[src/rtl/control_multi.sv]
// control_multi: multi-cycle MIPS control FSM.
//
// Sequences a shared-memory multi-cycle datapath (IR/PC/A/B/ALUOut) through
// fetch, decode, execute, memory and writeback steps for R-format, LW, SW,
// BEQ, BNE, J and ADDIU. Every memory access waits on mem_ready, so a slow
// memory stalls the FSM with all strobes held stable.
//
// Parameters:
//   ILLEGAL_HALT - 1: illegal opcode parks the FSM in HALT until reset.
//                  0: illegal opcode is a NOP, FSM returns to FETCH.
//   CNT_W        - performance counter width (CONTROL_MULTI_PERF_EN only).
//
// Ports:
//   clk, rst_n      - clock, synchronous active-low reset
//   instr           - current IR contents, sampled only in DECODE
//   mem_ready       - memory completes the current access this cycle
//   PCWrite, PCWriteCond, Bne, PCSource        - PC update control
//   IorD, MemRead, MemWrite, IRWrite           - memory / IR control
//   MemtoReg, RegDst, RegWrite                 - register file control
//   ALUSrcA, ALUSrcB, ALUOp                    - ALU operand/op select
//   state           - current state code (debug)
//   halted          - high while in HALT
//   cyc_cnt, instr_cnt - performance counters (CONTROL_MULTI_PERF_EN only)
//
// Optional feature macro: CONTROL_MULTI_PERF_EN. When undefined the counter
// ports and logic are absent and behaviour is otherwise identical.

module control_multi #(
  parameter bit ILLEGAL_HALT = 1'b1
`ifdef CONTROL_MULTI_PERF_EN
  , parameter int unsigned CNT_W = 32
`endif
) (
  input  logic        clk,
  input  logic        rst_n,
  input  logic [31:0] instr,
  input  logic        mem_ready,
  output logic        PCWrite,
  output logic        PCWriteCond,
  output logic        Bne,
  output logic        IorD,
  output logic        MemRead,
  output logic        MemWrite,
  output logic        IRWrite,
  output logic        MemtoReg,
  output logic        RegDst,
  output logic        RegWrite,
  output logic        ALUSrcA,
  output logic [1:0]  ALUSrcB,
  output logic [1:0]  ALUOp,
  output logic [1:0]  PCSource,
  output logic [3:0]  state,
  output logic        halted
`ifdef CONTROL_MULTI_PERF_EN
  , output logic [CNT_W-1:0] cyc_cnt
  , output logic [CNT_W-1:0] instr_cnt
`endif
);

  typedef enum logic [3:0] {
    StRst     = 4'd0,
    StFetch   = 4'd1,
    StDecode  = 4'd2,
    StMemAdr  = 4'd3,
    StMemRd   = 4'd4,
    StMemWb   = 4'd5,
    StMemWr   = 4'd6,
    StExec    = 4'd7,
    StRwb     = 4'd8,
    StBranch  = 4'd9,
    StJump    = 4'd10,
    StAddiEx  = 4'd11,
    StAddiWb  = 4'd12,
    StHalt    = 4'd13
  } state_e;

  localparam logic [5:0] OpRtype = 6'd0;
  localparam logic [5:0] OpJ     = 6'd2;
  localparam logic [5:0] OpBeq   = 6'd4;
  localparam logic [5:0] OpBne   = 6'd5;
  localparam logic [5:0] OpAddiu = 6'd9;
  localparam logic [5:0] OpLw    = 6'd35;
  localparam logic [5:0] OpSw    = 6'd43;

  state_e     state_q, state_d;
  logic [5:0] op_q, op_d;
  logic [5:0] opcode;

  assign opcode = instr[31:26];

  // ---------------------------------------------------------------------------
  // State and opcode registers
  // ---------------------------------------------------------------------------
  always_ff @(posedge clk) begin
    if (!rst_n) begin
      state_q <= StRst;
      op_q    <= 6'd0;
    end else begin
      state_q <= state_d;
      op_q    <= op_d;
    end
  end

  // Opcode is captured in DECODE so later states do not depend on instr.
  always_comb begin
    op_d = op_q;
    if (state_q == StDecode) begin
      op_d = opcode;
    end
  end

  // ---------------------------------------------------------------------------
  // Next-state logic
  // ---------------------------------------------------------------------------
  always_comb begin
    state_d = state_q;
    case (state_q)
      StRst:    state_d = StFetch;
      StFetch:  state_d = mem_ready ? StDecode : StFetch;
      StDecode: begin
        if (instr == 32'd0) begin
          state_d = StFetch;
        end else begin
          case (opcode)
            OpRtype:      state_d = StExec;
            OpLw, OpSw:   state_d = StMemAdr;
            OpBeq, OpBne: state_d = StBranch;
            OpJ:          state_d = StJump;
            OpAddiu:      state_d = StAddiEx;
            default:      state_d = ILLEGAL_HALT ? StHalt : StFetch;
          endcase
        end
      end
      StMemAdr: state_d = (op_q == OpLw) ? StMemRd : StMemWr;
      StMemRd:  state_d = mem_ready ? StMemWb : StMemRd;
      StMemWb:  state_d = StFetch;
      StMemWr:  state_d = mem_ready ? StFetch : StMemWr;
      StExec:   state_d = StRwb;
      StRwb:    state_d = StFetch;
      StBranch: state_d = StFetch;
      StJump:   state_d = StFetch;
      StAddiEx: state_d = StAddiWb;
      StAddiWb: state_d = StFetch;
      StHalt:   state_d = StHalt;
      // Codes 14/15 are unreachable; recover through RST.
      default:  state_d = StRst;
    endcase
  end

  // ---------------------------------------------------------------------------
  // Output decode (Moore, except IRWrite/PCWrite in FETCH follow mem_ready)
  // ---------------------------------------------------------------------------
  always_comb begin
    PCWrite     = 1'b0;
    PCWriteCond = 1'b0;
    Bne         = 1'b0;
    IorD        = 1'b0;
    MemRead     = 1'b0;
    MemWrite    = 1'b0;
    IRWrite     = 1'b0;
    MemtoReg    = 1'b0;
    RegDst      = 1'b0;
    RegWrite    = 1'b0;
    ALUSrcA     = 1'b0;
    ALUSrcB     = 2'b00;
    ALUOp       = 2'b00;
    PCSource    = 2'b00;
    halted      = 1'b0;
    case (state_q)
      StFetch: begin
        MemRead = 1'b1;
        ALUSrcB = 2'b01;
        // PC+4 and IR load only on the cycle the read completes.
        IRWrite = mem_ready;
        PCWrite = mem_ready;
      end
      StDecode: begin
        ALUSrcB = 2'b11;
      end
      StMemAdr, StAddiEx: begin
        ALUSrcA = 1'b1;
        ALUSrcB = 2'b10;
      end
      StMemRd: begin
        MemRead = 1'b1;
        IorD    = 1'b1;
      end
      StMemWb: begin
        RegWrite = 1'b1;
        MemtoReg = 1'b1;
      end
      StMemWr: begin
        MemWrite = 1'b1;
        IorD     = 1'b1;
      end
      StExec: begin
        ALUSrcA = 1'b1;
        ALUOp   = 2'b10;
      end
      StRwb: begin
        RegDst   = 1'b1;
        RegWrite = 1'b1;
      end
      StBranch: begin
        ALUSrcA     = 1'b1;
        ALUOp       = 2'b01;
        PCWriteCond = 1'b1;
        PCSource    = 2'b01;
        Bne         = (op_q == OpBne);
      end
      StJump: begin
        PCWrite  = 1'b1;
        PCSource = 2'b10;
      end
      StAddiWb: begin
        RegWrite = 1'b1;
      end
      StHalt: begin
        halted = 1'b1;
      end
      default: ;
    endcase
  end

  assign state = state_q;

`ifdef CONTROL_MULTI_PERF_EN
  // ---------------------------------------------------------------------------
  // Performance counters
  // ---------------------------------------------------------------------------
  logic [CNT_W-1:0] cyc_cnt_q, cyc_cnt_d;
  logic [CNT_W-1:0] instr_cnt_q, instr_cnt_d;

  always_comb begin
    cyc_cnt_d   = cyc_cnt_q;
    instr_cnt_d = instr_cnt_q;
    if (state_q != StRst && state_q != StHalt) begin
      cyc_cnt_d = cyc_cnt_q + CNT_W'(1);
    end
    // A FETCH hold is not a new instruction; only entries into FETCH count.
    if (state_d == StFetch && state_q != StFetch && state_q != StRst) begin
      instr_cnt_d = instr_cnt_q + CNT_W'(1);
    end
  end

  always_ff @(posedge clk) begin
    if (!rst_n) begin
      cyc_cnt_q   <= '0;
      instr_cnt_q <= '0;
    end else begin
      cyc_cnt_q   <= cyc_cnt_d;
      instr_cnt_q <= instr_cnt_d;
    end
  end

  assign cyc_cnt   = cyc_cnt_q;
  assign instr_cnt = instr_cnt_q;
`endif

endmodule
[config.mk]
export PLATFORM = sky130hd
export DESIGN_NAME = control_multi
export DESIGN_NICKNAME = d
export VERILOG_FILES = /design/src/rtl/control_multi.sv
export SDC_FILE = /design/constraint.sdc
export NUM_CORES = 1
export LEC_CHECK = 0
export CORE_ASPECT_RATIO = 1.4
export CORE_MARGIN = 2
export CORE_UTILIZATION = 30
export CTS_BUF_LIST = sky130_fd_sc_hd__clkbuf_8
export CTS_CLUSTER_SIZE = 40
export DETAILED_ROUTE_END_ITERATION = 6
export PLACE_DENSITY = 0.79
export SETUP_SLACK_MARGIN = 0.4
export SLEW_MARGIN = 20
export SYNTH_ARGS = -nofsm -noshare
export SYNTH_HDL_FRONTEND = slang
export SYNTH_SLANG_ARGS = --single-unit
[constraint.sdc]
create_clock -name clk -period 2.4 [get_ports clk]
set_input_delay 0.24 -clock clk [delete_from_list [all_inputs] [get_ports clk]]
set_output_delay 0.24 -clock clk [all_outputs]
set_load 0.02 [all_outputs]
==> results.yml <==
power:
  power_density_nw_per_um2: 457
  power_mw: 0.673
  p_leak_nw: 0.527
  ir_drop_v: 0.000325
global_routing:
  grt_start_max_net_pins: 20
  grt_pass1_vias: 1017
  grt_pass1_wl_mm: 3.97
  grt_util_all_layers: 0.155
  overflow: 0
  antenna_found_initial: 0
setup_path:
  end_kind: "output pin"
  crit_type: "reg2out"
  cp_cell_sequence: "nand2b_2 -> a21boi_0 -> clkdlybuf4s50_1"
  rr_startpoint: "state[0]$_SDFF_PN0_"
  worstSetupStartpointType: "flop"
  cp.required_ns: 2.16
  crit_slowest_cell: "clkdlybuf4s50_1"
  cp_num_buf_inv: 1
  r2r_cells: 4
  r2r_slack_ns: 0.90
  critPathArrivalTime_ns: 1.68
  cpPeakStageDelay_ns: 0.64
  path_max_fanout: 15
  crit_family: "buffers and inverters"
  reg2reg_to: "state[1]$_SDFF_PN0_"
synth:
  ys.flop_type: "dfxtp_1"
  synth_edf_count: 0
  syn_inst: 120
  async_flop_share: 0
  yosys_warnings: 0
  synthTopCellsByArea: "dfxtp_1 (24%), nand2_1 (7.7%), a21oi_1 (6.6%)"
  syn_nets: 155
  syn_avg_cell_area_sq_um: 6.92
  synth_cell_types: 36
  synth_seq_cells: 10
  yosys.area.top_type: "dfxtp_1"
  synth_top_area_frac: 0.241
  syn_area_sq_um: 831
  ys_seq_area_frac: 0.241
clocking:
  clk_path_buf_depth: 2
  postCtsHoldBufs: 0
  clk-insertion-delay-late_ns: 0.23
  cts_htree_levels: 1
  cts_buffers: 3
  post_cts_buffers: 0
  post_cts_resized: 10
  clkTransAtPathRegs_ns: 0.05
  cts_sinks: 10
  tritoncts: "done"
  cts_root_buf: "clkbuf_8"
cells_and_area:
  area_growth_pct: 77.1
  antenna_cells: 0
  drive_above_1_share: 0.0814
  nets: 208
  num-fill-cells: 266
  utilization: 0.557
run:
  max_cap_viol_count: 0
routing:
  drtIter0Drc: 7
  avgViaCountPerCell: 5.27
  wl_mm: 2.50
  wl_per_cell_um: 12.0
  via_count: 1097
  ant_nets: 0
  first_pass_iters: 4
  drc_errors: 0
die:
  ioPinCount: 57
  fp.dieArea_sq_um: 3210
  fp-row-count: 22
  die_width_um: 48.5
  die_h_um: 66.3
  start_util: 0.314
  core_area_sq_um: 2640
sta:
  tightest_slew_ns: 0.498
  min_period_over_period: 0.799
  hold_viol: 0
  rsz0062_at_grt: "false"
  slew_headroom: 0.666
  setup_viol: 0
  finalMaxSlewViolations: 0
  finalCriticalPeriod_ns: 1.92
  fmax_mhz: 522
  finClkSkew_ns: 0.000733
  whs_ns: 0.467
  tns_ns: 0
worst_hold_path:
  hold_path.class: "reg2reg"
  hold_start: "op_q[0]$_SDFFE_PN0P_"
  hold_end: "op_q[0]$_SDFFE_PN0P_"
  holdPathStages: 2
placement:
  port_buffers: 56
  hpwl_mm: 2.05
  gp_congestion: 0.820
run_status:
  status: "complete, no violations"
-- synth_stat cells, types with 3 or more instances --
master and count:
nor2_1 12, nor4_1 6, buf_2 3, a21boi_0 5, dfxtp_1 10, inv_1 3, nand3_1 3, and3_1 3
nor3b_1 4, nand2b_1 6, a21oi_1 11, nand2_1 17, nor3_1 6, nor2b_1 3
-- power by group --
group	switching [mW]	internal (mW)
registers	0.0332	0.180
clock network	0.0594	0.144
logic	0.115	0.141
-- final cells by class --
type,instances,area [sq um],area share
timing repair buffer,56,562,0.382
inverter,3,11.3,0.00765
clock buffer,4,55.1,0.0374
tap,36,45.0,0.0306
multi-input combinational,99,583,0.396
sequential,10,215,0.146
-- metal layers --
metal / up-vias / share of wire / GRT usage
met5: - / 0 / 0
met4: 0 / 0.014 / 0.0643
met3: 4 / 0.073 / 0.0339
met2: 51 / 0.57 / 0.337
met1: 496 / 0.34 / 0.130
li1: 546 / - / -
-- cell families (layout without fill, tap and decap cells) --
kind of cell,Yosys count,count (layout),synth area share
flops,10,10,0.241
xor+xnor,1,1,0.0105
simple gates,70,70,0.459
compound gates,28,28,0.226
buf+inv,11,63,0.0632
-- worst max-delay path by stage --
| stage | depth (start not counted) | end | slack (ns) | from |
|---|---|---|---|---|
| final | 3 | ALUSrcB[0] | 0.48 | state[0]$_SDFF_PN0_ |
| after floorplan | 4 | MemRead | 0.65 | state[2]$_SDFF_PN0_ |
| after global placement | 4 | PCWrite | 0.40 | state[1]$_SDFF_PN0_ |
| after detailed placement | 4 | PCWrite | 0.36 | state[1]$_SDFF_PN0_ |
| after CTS | 4 | PCWrite | 0.35 | state[0]$_SDFF_PN0_ |
| after global routing | 3 | ALUOp[0] | 0.42 | state[1]$_SDFF_PN0_ |
-- state kept, by name, indices dropped and copies added, names as in the netlist --
| signal | cells |
|---|---|
| state | 4 |
| op_q | 6 |
-- worst reg2reg max path: stages (launching register included) --
cell      delay, ns
dfxtp_4        0.39
nand2b_2       0.23
nor3_2         0.40
nand2_1        0.13
o41ai_1        0.24
-- per-stage QoR --
stage | std cells | area (sq um) | setup WS, ns
final | 208 | 1470 | 0.483
after global routing | 208 | 1470 | 0.416
after CTS | 208 | 1470 | 0.351
after detailed placement | 204 | 1400 | 0.359
after global placement | 204 | 1400 | 0.401
after floorplan | 120 | 831 | 0.655
-- cell usage in the layout, fill, tap and decap left out, drive strengths merged, types with 2 or more instances in the layout --
master | synthesis | final
a211o | 2 | 2
a21boi | 5 | 5
a21oi | 11 | 11
and3 | 3 | 3
clkbuf | 2 | 4
clkdlybuf4s50 | 0 | 54
dfxtp | 10 | 10
inv | 3 | 3
nand2 | 17 | 17
nand2b | 6 | 6
nand3 | 3 | 3
nand4 | 2 | 2
nor2 | 12 | 12
nor2b | 3 | 3
nor3 | 7 | 7
nor3b | 4 | 4
nor4 | 6 | 6
o21ai | 2 | 2
o41ai | 2 | 2
(Power assumes the default switching activity.)
